<file path="src/rtl/gwa_payout_sched_if.sv">
// gwa_payout_sched_if: coin/key front end and ejector signals of the payout scheduler
interface gwa_payout_sched_if #(parameter int CREDIT_W = 4);
  logic EU1;
  logic EU2;
  logic WT;
  logic CANCEL;
  logic ej_rdy;
  logic EU1_O;
  logic EU2_O;
  logic VEND_O;
  logic REJ_O;
  logic busy_o;
  logic [CREDIT_W-1:0] credit_o;
  modport master (output EU1, EU2, WT, CANCEL, ej_rdy, input EU1_O, EU2_O, VEND_O, REJ_O, busy_o, credit_o);
  modport slave (input EU1, EU2, WT, CANCEL, ej_rdy, output EU1_O, EU2_O, VEND_O, REJ_O, busy_o, credit_o);
endinterface

</file>
<file path="src/rtl/gwa_payout_sched.sv">
// gwa_payout_sched: credit accumulation, vend and greedy coin payout through one ejector
module gwa_payout_sched #(
  parameter int CREDIT_W   = 4,
  parameter int PRICE      = 3,
  parameter int MAX_CREDIT = 9
) (
  input logic clk,
  input logic rst,
  gwa_payout_sched_if.slave bus
);
  typedef enum logic [1:0] {IDLE, VEND, PAYOUT} state_t;
  localparam logic [CREDIT_W-1:0] PRICE_C = CREDIT_W'(PRICE);
  localparam logic [CREDIT_W:0] MAX_C = (CREDIT_W+1)'(MAX_CREDIT);
  state_t state_q, state_d;
  logic [CREDIT_W-1:0] credit_q, credit_d, pay;
  logic [CREDIT_W:0] sum;
  logic [3:0] smp_q, prv_q, rise;
  logic [1:0] coin;
  logic vend_q, vend_d, rej_q, rej_d, coin_in, wt_ok, can_ok;
  always_comb begin
    rise = smp_q & ~prv_q;
    coin = rise[1:0];
    coin_in = |coin;
    sum = {1'b0, credit_q} + (CREDIT_W+1)'(coin);
    wt_ok = rise[2] && credit_q >= PRICE_C;
    can_ok = rise[3] && credit_q != '0;
    pay = bus.EU2_O ? CREDIT_W'(2) : CREDIT_W'(1);
    state_d = state_q;
    credit_d = credit_q;
    vend_d = 1'b0;
    rej_d = 1'b0;
    case (state_q)
      IDLE: begin
        if (wt_ok) begin
          state_d = VEND;
          credit_d = credit_q - PRICE_C;
          vend_d = 1'b1;
          rej_d = coin_in;
        end else if (can_ok) begin
          state_d = PAYOUT;
          rej_d = coin_in;
        end else if (coin_in) begin
          credit_d = sum <= MAX_C ? sum[CREDIT_W-1:0] : credit_q;
          rej_d = sum > MAX_C;
        end
      end
      VEND: begin
        state_d = credit_q != '0 ? PAYOUT : IDLE;
        rej_d = coin_in;
      end
      PAYOUT: begin
        rej_d = coin_in;
        credit_d = bus.ej_rdy ? credit_q - pay : credit_q;
        state_d = bus.ej_rdy && credit_q == pay ? IDLE : PAYOUT;
      end
      default: state_d = IDLE;
    endcase
  end
  always_ff @(posedge clk) begin
    if (rst) begin
      state_q <= IDLE;
      credit_q <= '0;
      vend_q <= 1'b0;
      rej_q <= 1'b0;
      smp_q <= '0;
      prv_q <= '0;
    end else begin
      state_q <= state_d;
      credit_q <= credit_d;
      vend_q <= vend_d;
      rej_q <= rej_d;
      smp_q <= {bus.CANCEL, bus.WT, bus.EU2, bus.EU1};
      prv_q <= smp_q;
    end
  end
  assign bus.EU2_O = state_q == PAYOUT && credit_q >= CREDIT_W'(2);
  assign bus.EU1_O = state_q == PAYOUT && credit_q == CREDIT_W'(1);
  assign bus.VEND_O = vend_q;
  assign bus.REJ_O = rej_q;
  assign bus.credit_o = credit_q;
  assign bus.busy_o = state_q != IDLE;
endmodule

</file>
<file path="src/flat_wrapper.sv">
// flat-port wrapper written by rule: the top's interface ports become plain ports
module gwa_payout_sched_flat 
#(
  parameter int CREDIT_W   = 4,
  parameter int PRICE      = 3,
  parameter int MAX_CREDIT = 9
)
  (clk, rst, bus_EU1, bus_EU2, bus_WT, bus_CANCEL, bus_ej_rdy, bus_EU1_O, bus_EU2_O, bus_VEND_O, bus_REJ_O, bus_busy_o, bus_credit_o);
  gwa_payout_sched_if #(.CREDIT_W(CREDIT_W)) bus_i ();
  input logic clk;
  input logic rst;
  input wire logic [$bits(bus_i.EU1)-1:0] bus_EU1;
  input wire logic [$bits(bus_i.EU2)-1:0] bus_EU2;
  input wire logic [$bits(bus_i.WT)-1:0] bus_WT;
  input wire logic [$bits(bus_i.CANCEL)-1:0] bus_CANCEL;
  input wire logic [$bits(bus_i.ej_rdy)-1:0] bus_ej_rdy;
  output wire logic [$bits(bus_i.EU1_O)-1:0] bus_EU1_O;
  output wire logic [$bits(bus_i.EU2_O)-1:0] bus_EU2_O;
  output wire logic [$bits(bus_i.VEND_O)-1:0] bus_VEND_O;
  output wire logic [$bits(bus_i.REJ_O)-1:0] bus_REJ_O;
  output wire logic [$bits(bus_i.busy_o)-1:0] bus_busy_o;
  output wire logic [$bits(bus_i.credit_o)-1:0] bus_credit_o;
  assign bus_i.EU1 = bus_EU1;
  assign bus_i.EU2 = bus_EU2;
  assign bus_i.WT = bus_WT;
  assign bus_i.CANCEL = bus_CANCEL;
  assign bus_i.ej_rdy = bus_ej_rdy;
  assign bus_EU1_O = bus_i.EU1_O;
  assign bus_EU2_O = bus_i.EU2_O;
  assign bus_VEND_O = bus_i.VEND_O;
  assign bus_REJ_O = bus_i.REJ_O;
  assign bus_busy_o = bus_i.busy_o;
  assign bus_credit_o = bus_i.credit_o;
  gwa_payout_sched #(.CREDIT_W(CREDIT_W), .PRICE(PRICE), .MAX_CREDIT(MAX_CREDIT)) u_core (.clk(clk), .rst(rst), .bus(bus_i));
endmodule
</file>
<file path="config.mk">
export PLATFORM = sky130hd
export DESIGN_NAME = gwa_payout_sched_flat
export DESIGN_NICKNAME = d
export VERILOG_FILES = /design/src/rtl/gwa_payout_sched_if.sv /design/src/rtl/gwa_payout_sched.sv /design/src/flat_wrapper.sv
export SDC_FILE = /design/constraint.sdc
export NUM_CORES = 1
export LEC_CHECK = 0
export CORE_MARGIN = 1
export CORE_UTILIZATION = 30
export DETAILED_ROUTE_END_ITERATION = 8
export HOLD_SLACK_MARGIN = 0.1
export PLACE_DENSITY_LB_ADDON = 0.15
export SETUP_SLACK_MARGIN = 0.1
export SLEW_MARGIN = 20
export SYNTH_ARGS = -nofsm -noshare
export SYNTH_HDL_FRONTEND = slang
export SYNTH_SLANG_ARGS = --single-unit
export TNS_END_PERCENT = 20
</file>
<file path="constraint.sdc">
create_clock -name clk -period 4.99 [get_ports clk]
set_clock_uncertainty 0.05 [all_clocks]
set_input_delay 0.7485 -clock clk [delete_from_list [all_inputs] [get_ports clk]]
set_output_delay 0.7485 -clock clk [all_outputs]
set_load 0.01 [all_outputs]
</file>
After elaboration in Yosys (flattened, before gate mapping):

Cells that the tools add are included.

* flip-flop bits (word level): 16
* logic and storage cells: 55

* add/sub/neg operators: 3
* order comparisons: 4
* equality and inequality tests: 9
* multiplexer cells: 17
* bitwise gates (word level): 3
* reduce and logical (&&, ||, !) cells: 13

Operators with widths (count)
* 4-bit 2-to-1 mux: 5
* 2-bit 2-to-1 mux: 5
* 3-bit by 1-bit inequality test with 1-bit output, second input constant: 3
* 4-bit by 2-bit >= comparator with 1-bit output, second input constant: 2
* 4-bit case mux with 2 select lines: 1
* 2-bit case mux with 3 select lines: 1
* 2-bit OR reduction: 3
* 4-bit by 2-bit adder with 5-bit output: 1
* 5-bit by 4-bit > comparator with 1-bit output, second input constant: 1
* 5-bit by 4-bit <= comparator with 1-bit output, second input constant: 1
* 1-bit logical AND: 5
* 5-bit AND reduction: 1
* 4-bit AND: 1
* 4-bit by 1-bit == test with 1-bit output, second input constant: 1
* 4-bit == test: 1
* 1-bit 2-to-1 mux: 4
* 4-bit NOT: 1
* 2-bit nonzero test: 2
* 4-bit nonzero test: 1
* 4-bit by 2-bit subtractor with 4-bit output, second input constant: 1
* 4-bit subtractor: 1
* 3-bit by 2-bit inequality test with 1-bit output, second input constant: 1
* 2-bit by 1-bit == test with 1-bit output, second input constant: 1
* 2-bit == test, second input constant: 1
* 4 further kinds: 4

Longest topological paths before layout:

Gate-level depths: netlist (run 1).

* depth in word-level cells: 9
* gate-level depth with buffers: 10
* gate-level depth less buffers: 10

Worst setup path after synthesis (run 1):

No wires, ideal clock.

* kind: flip-flop to flip-flop
* start point: reg u_core.credit_q[1] (netlist: u_core.bus.credit_o[1])
* end point: reg u_core.credit_q[1] (netlist: u_core.bus.credit_o[1])
* setup time: 0.071 ns
* arrival time: 2.199 ns
* data required time: 4.869 ns
* slack: 2.671 ns
* cell stages (with the launch flop): 9
* buffers on the path: 0
* clock period less this slack: 2.319 ns
* path through: dfxtp_1 > ha_1 > nor2_1 > a21o_1 > ha_1 > fa_1 > and2_0 > a2111o_1 > a21oi_1

* longest elaborated chain between the ends: 6
* elaborated cells on any way between the ends: 21

RTL lines
* start, declared: RTL line gwa_payout_sched.sv:15 `logic [CREDIT_W-1:0] credit_q, credit_d, pay;`
* start signal, assigned: RTL line gwa_payout_sched.sv:69 `credit_q <= credit_d;`
* 4-bit by 2-bit >= comparator with 1-bit output / 4-bit by 2-bit adder with 5-bit output (equally long branches): RTL line gwa_payout_sched.sv:76, gwa_payout_sched.sv:24
* 1-bit logical AND / 4-bit 2-to-1 mux (equally long branches): RTL line gwa_payout_sched.sv:76, gwa_payout_sched.sv:43
* 2-bit 2-to-1 mux / 4-bit 2-to-1 mux (equally long branches): RTL line gwa_payout_sched.sv:27, gwa_payout_sched.sv:42
* 4-bit subtractor / 4-bit 2-to-1 mux (equally long branches): RTL line gwa_payout_sched.sv:53, gwa_payout_sched.sv:39
* 4-bit 2-to-1 mux, on equally long branches: RTL line gwa_payout_sched.sv:53, gwa_payout_sched.sv:34
* 4-bit case mux with 2 select lines: RTL line gwa_payout_sched.sv:32 `case (state_q)`

Several ways; a longest one is shown, not always the timed one. The select of a mux whose other input is x is not followed.
A chain may end at the register's enable or synchronous reset.

Worst setup path in the final report (run 1):

* start point: reg u_core.state_q[0]
* end point: out bus_EU2_O

* longest elaborated chain between the ends: 2

RTL lines
* start, declared: RTL line gwa_payout_sched.sv:14 `state_t state_q, state_d;`
* start signal, assigned: RTL line gwa_payout_sched.sv:68 `state_q <= state_d;`
* 2-bit == test: RTL line gwa_payout_sched.sv:76 `assign bus.EU2_O = state_q == PAYOUT && credit_q >= CREDIT_W'(2);`
* 1-bit logical AND: RTL line gwa_payout_sched.sv:76
* end, declared: RTL line flat_wrapper.sv:18 `output wire logic [$bits(bus_i.EU2_O)-1:0] bus_EU2_O;`

No other way between the ends.

==> results of run 1 <==
[routing by layer]
| metal | GRT usage | up-vias |
|---|---|---|
| li1 | - | 491 |
| met5 | 0 | - |
| met3 | 0.0286 | 8 |
| met1 | 0.187 | 465 |
| met2 | 0.237 | 28 |
| met4 | 0.0417 | 0 |
[where the power goes]
part,total [mW],switching [mW],internal (mW)
combinational,0.480,0.264,0.216
clock,0.116,0.0462,0.0700
sequential,0.207,0.0536,0.153
[area by class of cell]
cell class                      instances  area [um2]  share of cell area
Timing Repair Buffer                   15         150               0.107
Multi-Input combinational cell        100         768               0.549
Tap cell                               48        60.1              0.0429
Clock buffer                            4        55.1              0.0394
Inverter                               12        45.0              0.0322
Sequential cell                        16         320               0.229
[placed cells by master (no fill, tap or decap), types with 3 or more instances in the layout]
master           count
nand2b_1             5
nor2_1              12
dfxtp_1             16
nor2b_1             12
clkbuf_8             4
nor3_1               3
o21ai_0              4
a21oi_1              7
ha_1                12
nand3_1              3
clkdlybuf4s50_1     15
inv_1               12
nand2_1              7
[cells by family after synthesis]
logic type,Yosys count,synth area share
AO/OA/AOI/OAI,30,0.214
XOR/XNOR,1,0.00754
adder cells (fa/ha/maj),14,0.164
buffers and inverters,16,0.0625
flip-flops,16,0.276
multiplexers,3,0.0269
AND/OR/NAND/NOR,52,0.249
[worst reg2reg max path, delay by kind of cell (launching register included)]
family / cells / cell delay (ps)
AOI/OAI and AO/OA: 3 / 750
adders and majority gates: 3 / 1080
buffers and inverters: 2 / 260
DFF: 1 / 340
and+or+nand+nor: 1 / 170
[flip-flops by register name, indices dropped and copies added (netlist names)]
| register | cells |
|---|---|
| u_core.state_q | 2 |
| u_core.bus.credit_o | 4 |
| u_core.bus.REJ_O | 1 |
| u_core.bus.VEND_O | 1 |
| u_core.prv_q | 4 |
| u_core.smp_q | 4 |
[synth_stat cells (all sizes together) (2+ instances only)]
cell,number
mux2i,2
a22oi,2
a2111o,2
o221ai,2
a222oi,2
a21o,2
a211oi,2
a21oi,7
a21boi,2
ha,12
nand2,8
nor2,12
nand3,4
nor2b,13
nand2b,5
nor3,3
and2,3
or3,2
buf,3
fa,2
inv,12
o21ai,4
dfxtp,16
[path summary, 6_finish.rpt]
| path | depth (start not counted) | from | slack [ps] | endpoint |
|---|---|---|---|---|
| setup / recovery | 6 | u_core.state_q[0]$_SDFFE_PP0P_ | 2070 | bus_EU2_O |
| hold / removal | 1 | u_core.smp_q[3]$_SDFF_PP0_ | 410 | u_core.prv_q[3]$_SDFF_PP0_ |
| setup reg to reg | 9 | u_core.state_q[0]$_SDFFE_PP0P_ | 2280 | u_core.bus.credit_o[1]$_SDFFE_PP0P_ |
| hold reg to reg | 1 | u_core.smp_q[3]$_SDFF_PP0_ | 410 | u_core.prv_q[3]$_SDFF_PP0_ |
[metrics by stage]
step	setup slack [ps]	cells	util
after floorplan	2670	132	-
final	2070	195	0.379
after CTS	2080	195	0.379
after global routing	1920	195	0.379
after global placement	2380	191	0.364
after detailed placement	2330	191	0.364
==> flow_summary.json, run 1 <==
{
  "status": "complete, no violations",
  "design.core.area_um2": 3690,
  "cts_setup_buffers": 0,
  "grt_max_degree": 16,
  "yosysTopAreaCell": "dfxtp_1",
  "setup_viol": 0,
  "cts_buffers": 3,
  "synth_fp_nets": 153,
  "p_per_area_nw_per_um2": 574,
  "clk_pin_slew_ps": 60,
  "port_buffers": 15,
  "num_rows": 22,
  "die-area_um2": 4120,
  "fin_nets": 169,
  "max-vdd-ir-drop_uv": 217,
  "synth_area_leaders": "dfxtp_1, ha_1, nor2b_1",
  "n_fill_cell": 388,
  "fin_area_um2": 1400,
  "path_cells": "inv_1, ha_1, inv_1, a21o_1, inv_1, clkdlybuf4s50_1",
  "area_growth_pct": 20.5,
  "wl_met1_um": 1280,
  "dp_hpwl_um": 2090,
  "total_power_mw": 0.803,
  "synth_ff_type": "dfxtp_1",
  "cp_max_fo": 12,
  "initial_core_util": 0.315,
  "cts_max_path_buffers": 2,
  "synth_cell_type_count": 40,
  "critPathSlowestCell": "clkdlybuf4s50_1",
  "antenna_found_initial": 0,
  "relSlewSlack": 0.596,
  "period_minus_slack_ps": 2920,
  "vias": 992,
  "synth_edf_count": 0,
  "synth_cells": 132,
  "die_h_um": 64.2,
  "worstSetupPathType": "flop to primary output",
  "cts_sinks": 16,
  "worstMarginPinSlew_ps": 604,
  "place_area_um2": 1340,
  "hold_path_class": "flop to flop",
  "pin_count": 16,
  "clk_root_buffer_cell": "clkbuf_8",
  "setup_tns_ps": 0,
  "hold_viol_final": 0,
  "synth_seq_cells": 16,
  "drt_iter0_drc": 44,
  "drive_above_1_share": 0.0748,
  "clk_latency_ps": 250,
  "gr-total-overflow": 0,
  "track_usage": 0.143,
  "drcViolationCount": 0,
  "ys_seq_area_frac": 0.276,
  "cp-end-kind": "primary output",
  "die_x_um": 64.2,
  "synth_top_area_share": 0.276,
  "ys.warnings.count": 0,
  "drtAntennaViolNets": 0,
  "globalplace.congestion": 0.883,
  "crit_buf_inv": 4,
  "arrival_ps": 2120,
  "grt_pass1_wl_um": 4640,
  "wl_met2_um": 1230,
  "crit_path_frequent_cell": "inv_1",
  "highest_layer": "met4",
  "max_stage_delay_ps": 540,
  "synth-async-reset-ratio": 0,
  "synth.cell_area_um2": 1160,
  "cts_resized": 0,
  "critical_path_required_ps": 4190,
  "drtPass1Iterations": 4,
  "p_leak_nw": 0.582,
  "vias_per_cell": 5.09,
  "cap_violations": 0,
  "rsz0062_at_grt": "no",
  "finalWirelength_um": 2690,
  "grt_pass1_vias": 972,
  "clock.fmax_mhz": 342,
  "slew_violations": 0,
  "start_kind": "flop",
  "diodes": 0,
  "critPathTopFamily": "buffers and inverters",
  "cts_tree": "yes",
  "wl_met3_um": 127,
  "avgRoutedWirePerCell_um": 13.8,
  "fin_crit_sh": 0.586,
  "hold_ws_ps": 409,
  "avgSynthCellArea_um2": 8.80,
  "holdBufCountCts": 0,
  "htreeDepth": 1
}
(Power assumes the default switching activity.)
==> run 2: changes to the inputs <==
clock period = 2.4 ns   (was 4.99 ns; I/O delays follow)
==> run 2 against run 1 <==
Largest power group unchanged. Wire length rose by 8.1%. Flip-flop and latch count did not move. Largest cell class unchanged. Combinational power rose to 2.6 times the previous value. Final area rose by 11%.
==> flow_summary.json, run 2 (synthesis results as in run 1) <==
{
  "critPathTopFamily": "adder cells",
  "crit_buf_inv": 1,
  "total_power_mw": 1.87,
  "p_leak_nw": 0.644,
  "worstHoldEndpoint": "u_core.prv_q[1]$_SDFF_PP0_",
  "hp-start": "u_core.smp_q[1]$_SDFF_PP0_",
  "cts_max_path_buffers": 2,
  "ff2ff_setup_slack_ps": 80,
  "pwr-share-clk": 0.131,
  "cp-end-kind": "flop",
  "slew_violations": 0,
  "start_kind": "flop",
  "drtAntennaViolNets": 0,
  "clock.fmax_mhz": 430,
  "cap_violations": 0,
  "arrival_ps": 2420,
  "finalWirelength_um": 2910,
  "holdPathStages": 1,
  "relSlewSlack": 0.727,
  "finish.utilization": 0.420,
  "setup_tns_ps": 0,
  "vias": 1033,
  "layout_commonest_cell": "clkdlybuf4s50_1",
  "antenna_found_initial": 0,
  "period_minus_slack_ps": 2320,
  "grt_max_degree": 14,
  "worstReg2RegStart": "u_core.prv_q[0]$_SDFF_PP0_",
  "p_switching_mw": 0.810,
  "clk_latency_ps": 250,
  "drt_iter0_drc": 40,
  "max_stage_delay_ps": 420,
  "critPathSlowestCell": "fa_2",
  "worstMarginPinSlew_ps": 398,
  "max-vdd-ir-drop_uv": 384,
  "critical_path_required_ps": 2500,
  "port_buffers": 15,
  "cts_sinks": 16,
  "path_cells": "nand2b_4, inv_2, ha_4, fa_2, xor2_1, nor2_2, o221ai_2, a22oi_2, mux2_4",
  "r2r-end": "u_core.bus.credit_o[2]$_SDFFE_PP0P_",
  "fin_area_um2": 1550,
  "grt_pass1_wl_um": 5060,
  "globalplace.congestion": 0.816,
  "initial_core_util": 0.315,
  "die_x_um": 64.2,
  "drive_above_1_share": 0.233,
  "pin_count": 16,
  "cts_tree": "yes",
  "multiInputGateArea_um2": 823,
  "clk_root_buffer_cell": "clkbuf_8",
  "hold_path_class": "flop to flop",
  "fin_crit_sh": 0.968,
  "place_area_um2": 1430,
  "fin_nets": 181,
  "hold_viol_final": 0,
  "regArea_um2": 327,
  "ff2ff_path_depth": 9,
  "die-area_um2": 4120,
  "status": "complete, no violations",
  "area_growth_pct": 33.5,
  "clk_pin_slew_ps": 70,
  "setup_slack_ps": 76.5,
  "n_fill_cell": 394,
  "p_int_mw": 1.06,
  "startpoint": "u_core.prv_q[0]$_SDFF_PP0_",
  "sequentialPowerShare": 0.201,
  "drcViolationCount": 0,
  "die_h_um": 64.2,
  "rsz0062_at_grt": "yes",
  "drtPass1Iterations": 5,
  "gr-total-overflow": 0,
  "cp_num_cells": 9,
  "holdBufCountCts": 0,
  "power_frac_comb": 0.668,
  "htreeDepth": 1,
  "design.core.area_um2": 3690,
  "cp_max_fo": 3,
  "dp_hpwl_um": 2230,
  "sw_frac_of_total": 0.433,
  "vias_per_cell": 4.99,
  "cts_buffers": 3,
  "avgRoutedWirePerCell_um": 14.1,
  "diodes": 0,
  "setup_viol": 0,
  "num_rows": 22,
  "worstSetupPathType": "flop to flop",
  "pre_cts_ws_ps": -20.7,
  "grt_pass1_vias": 1062,
  "p_per_area_nw_per_um2": 1210,
  "final_cell_mix": "clkdlybuf4s50_1, dfxtp_1, nor2b_1, buf_4, nor2_1",
  "track_usage": 0.159
}
run 2: cell types whose count changed in the layout (fill, tap and decap cells not counted), sizes merged:
cell / previous run / this run
buf: 0 / 12
run 2: how the worst max path moves through the flow:
stage,endpoint,slack (ps)
3_5_place_dp,u_core.bus.credit_o[2]$_SDFFE_PP0P_,-20
2_1_floorplan,u_core.bus.credit_o[2]$_SDFFE_PP0P_,110
6_report,u_core.bus.credit_o[2]$_SDFFE_PP0P_,80
4_1_cts,u_core.bus.credit_o[2]$_SDFFE_PP0P_,110
5_1_grt,u_core.bus.credit_o[2]$_SDFFE_PP0P_,4
3_3_place_gp,u_core.bus.credit_o[2]$_SDFFE_PP0P_,-20
run 2: cell type report:
| class | instances | area share |
|---|---|---|
| multi-input cells | 100 | 0.531 |
| flip-flops and latches | 16 | 0.211 |
| repair buffers | 27 | 0.155 |
| well taps | 48 | 0.0387 |
| clock buffers | 4 | 0.0355 |
| inverters | 12 | 0.0291 |
run 2: power by group through the flow:
stage                     sequential [mW]  clock [mW]  combinational, mW
after floorplan                     0.396           0              0.731
after global placement              0.373           0               1.14
after detailed placement            0.375           0               1.14
after CTS                           0.368       0.250               1.18
after global routing                0.385       0.266               1.39
final                               0.376       0.244               1.25
run 2: stage by stage:
stage | hold slack, ps | std cells
CTS | 409 | 206
detailed placement | 408 | 202
finish | 403 | 207
global placement | 397 | 202
floorplan | 380 | 132
global route | 421 | 207
run 2: timing repair:
action,4_1_cts,5_1_grt
resized for setup,5,13
gates cloned,0,0
endpoints found under the setup margin,5,5
buffers inserted,0,1
pin swaps,0,12
run 2: layer usage:
metal | track usage | up-vias | routed length (um)
li1 | - | 511 | -
met1 | 0.210 | 502 | 1400
met2 | 0.265 | 16 | 1400
met3 | 0.0375 | 4 | 88
met4 | 0.0250 | 0 | 27
met5 | 0 | - | 0
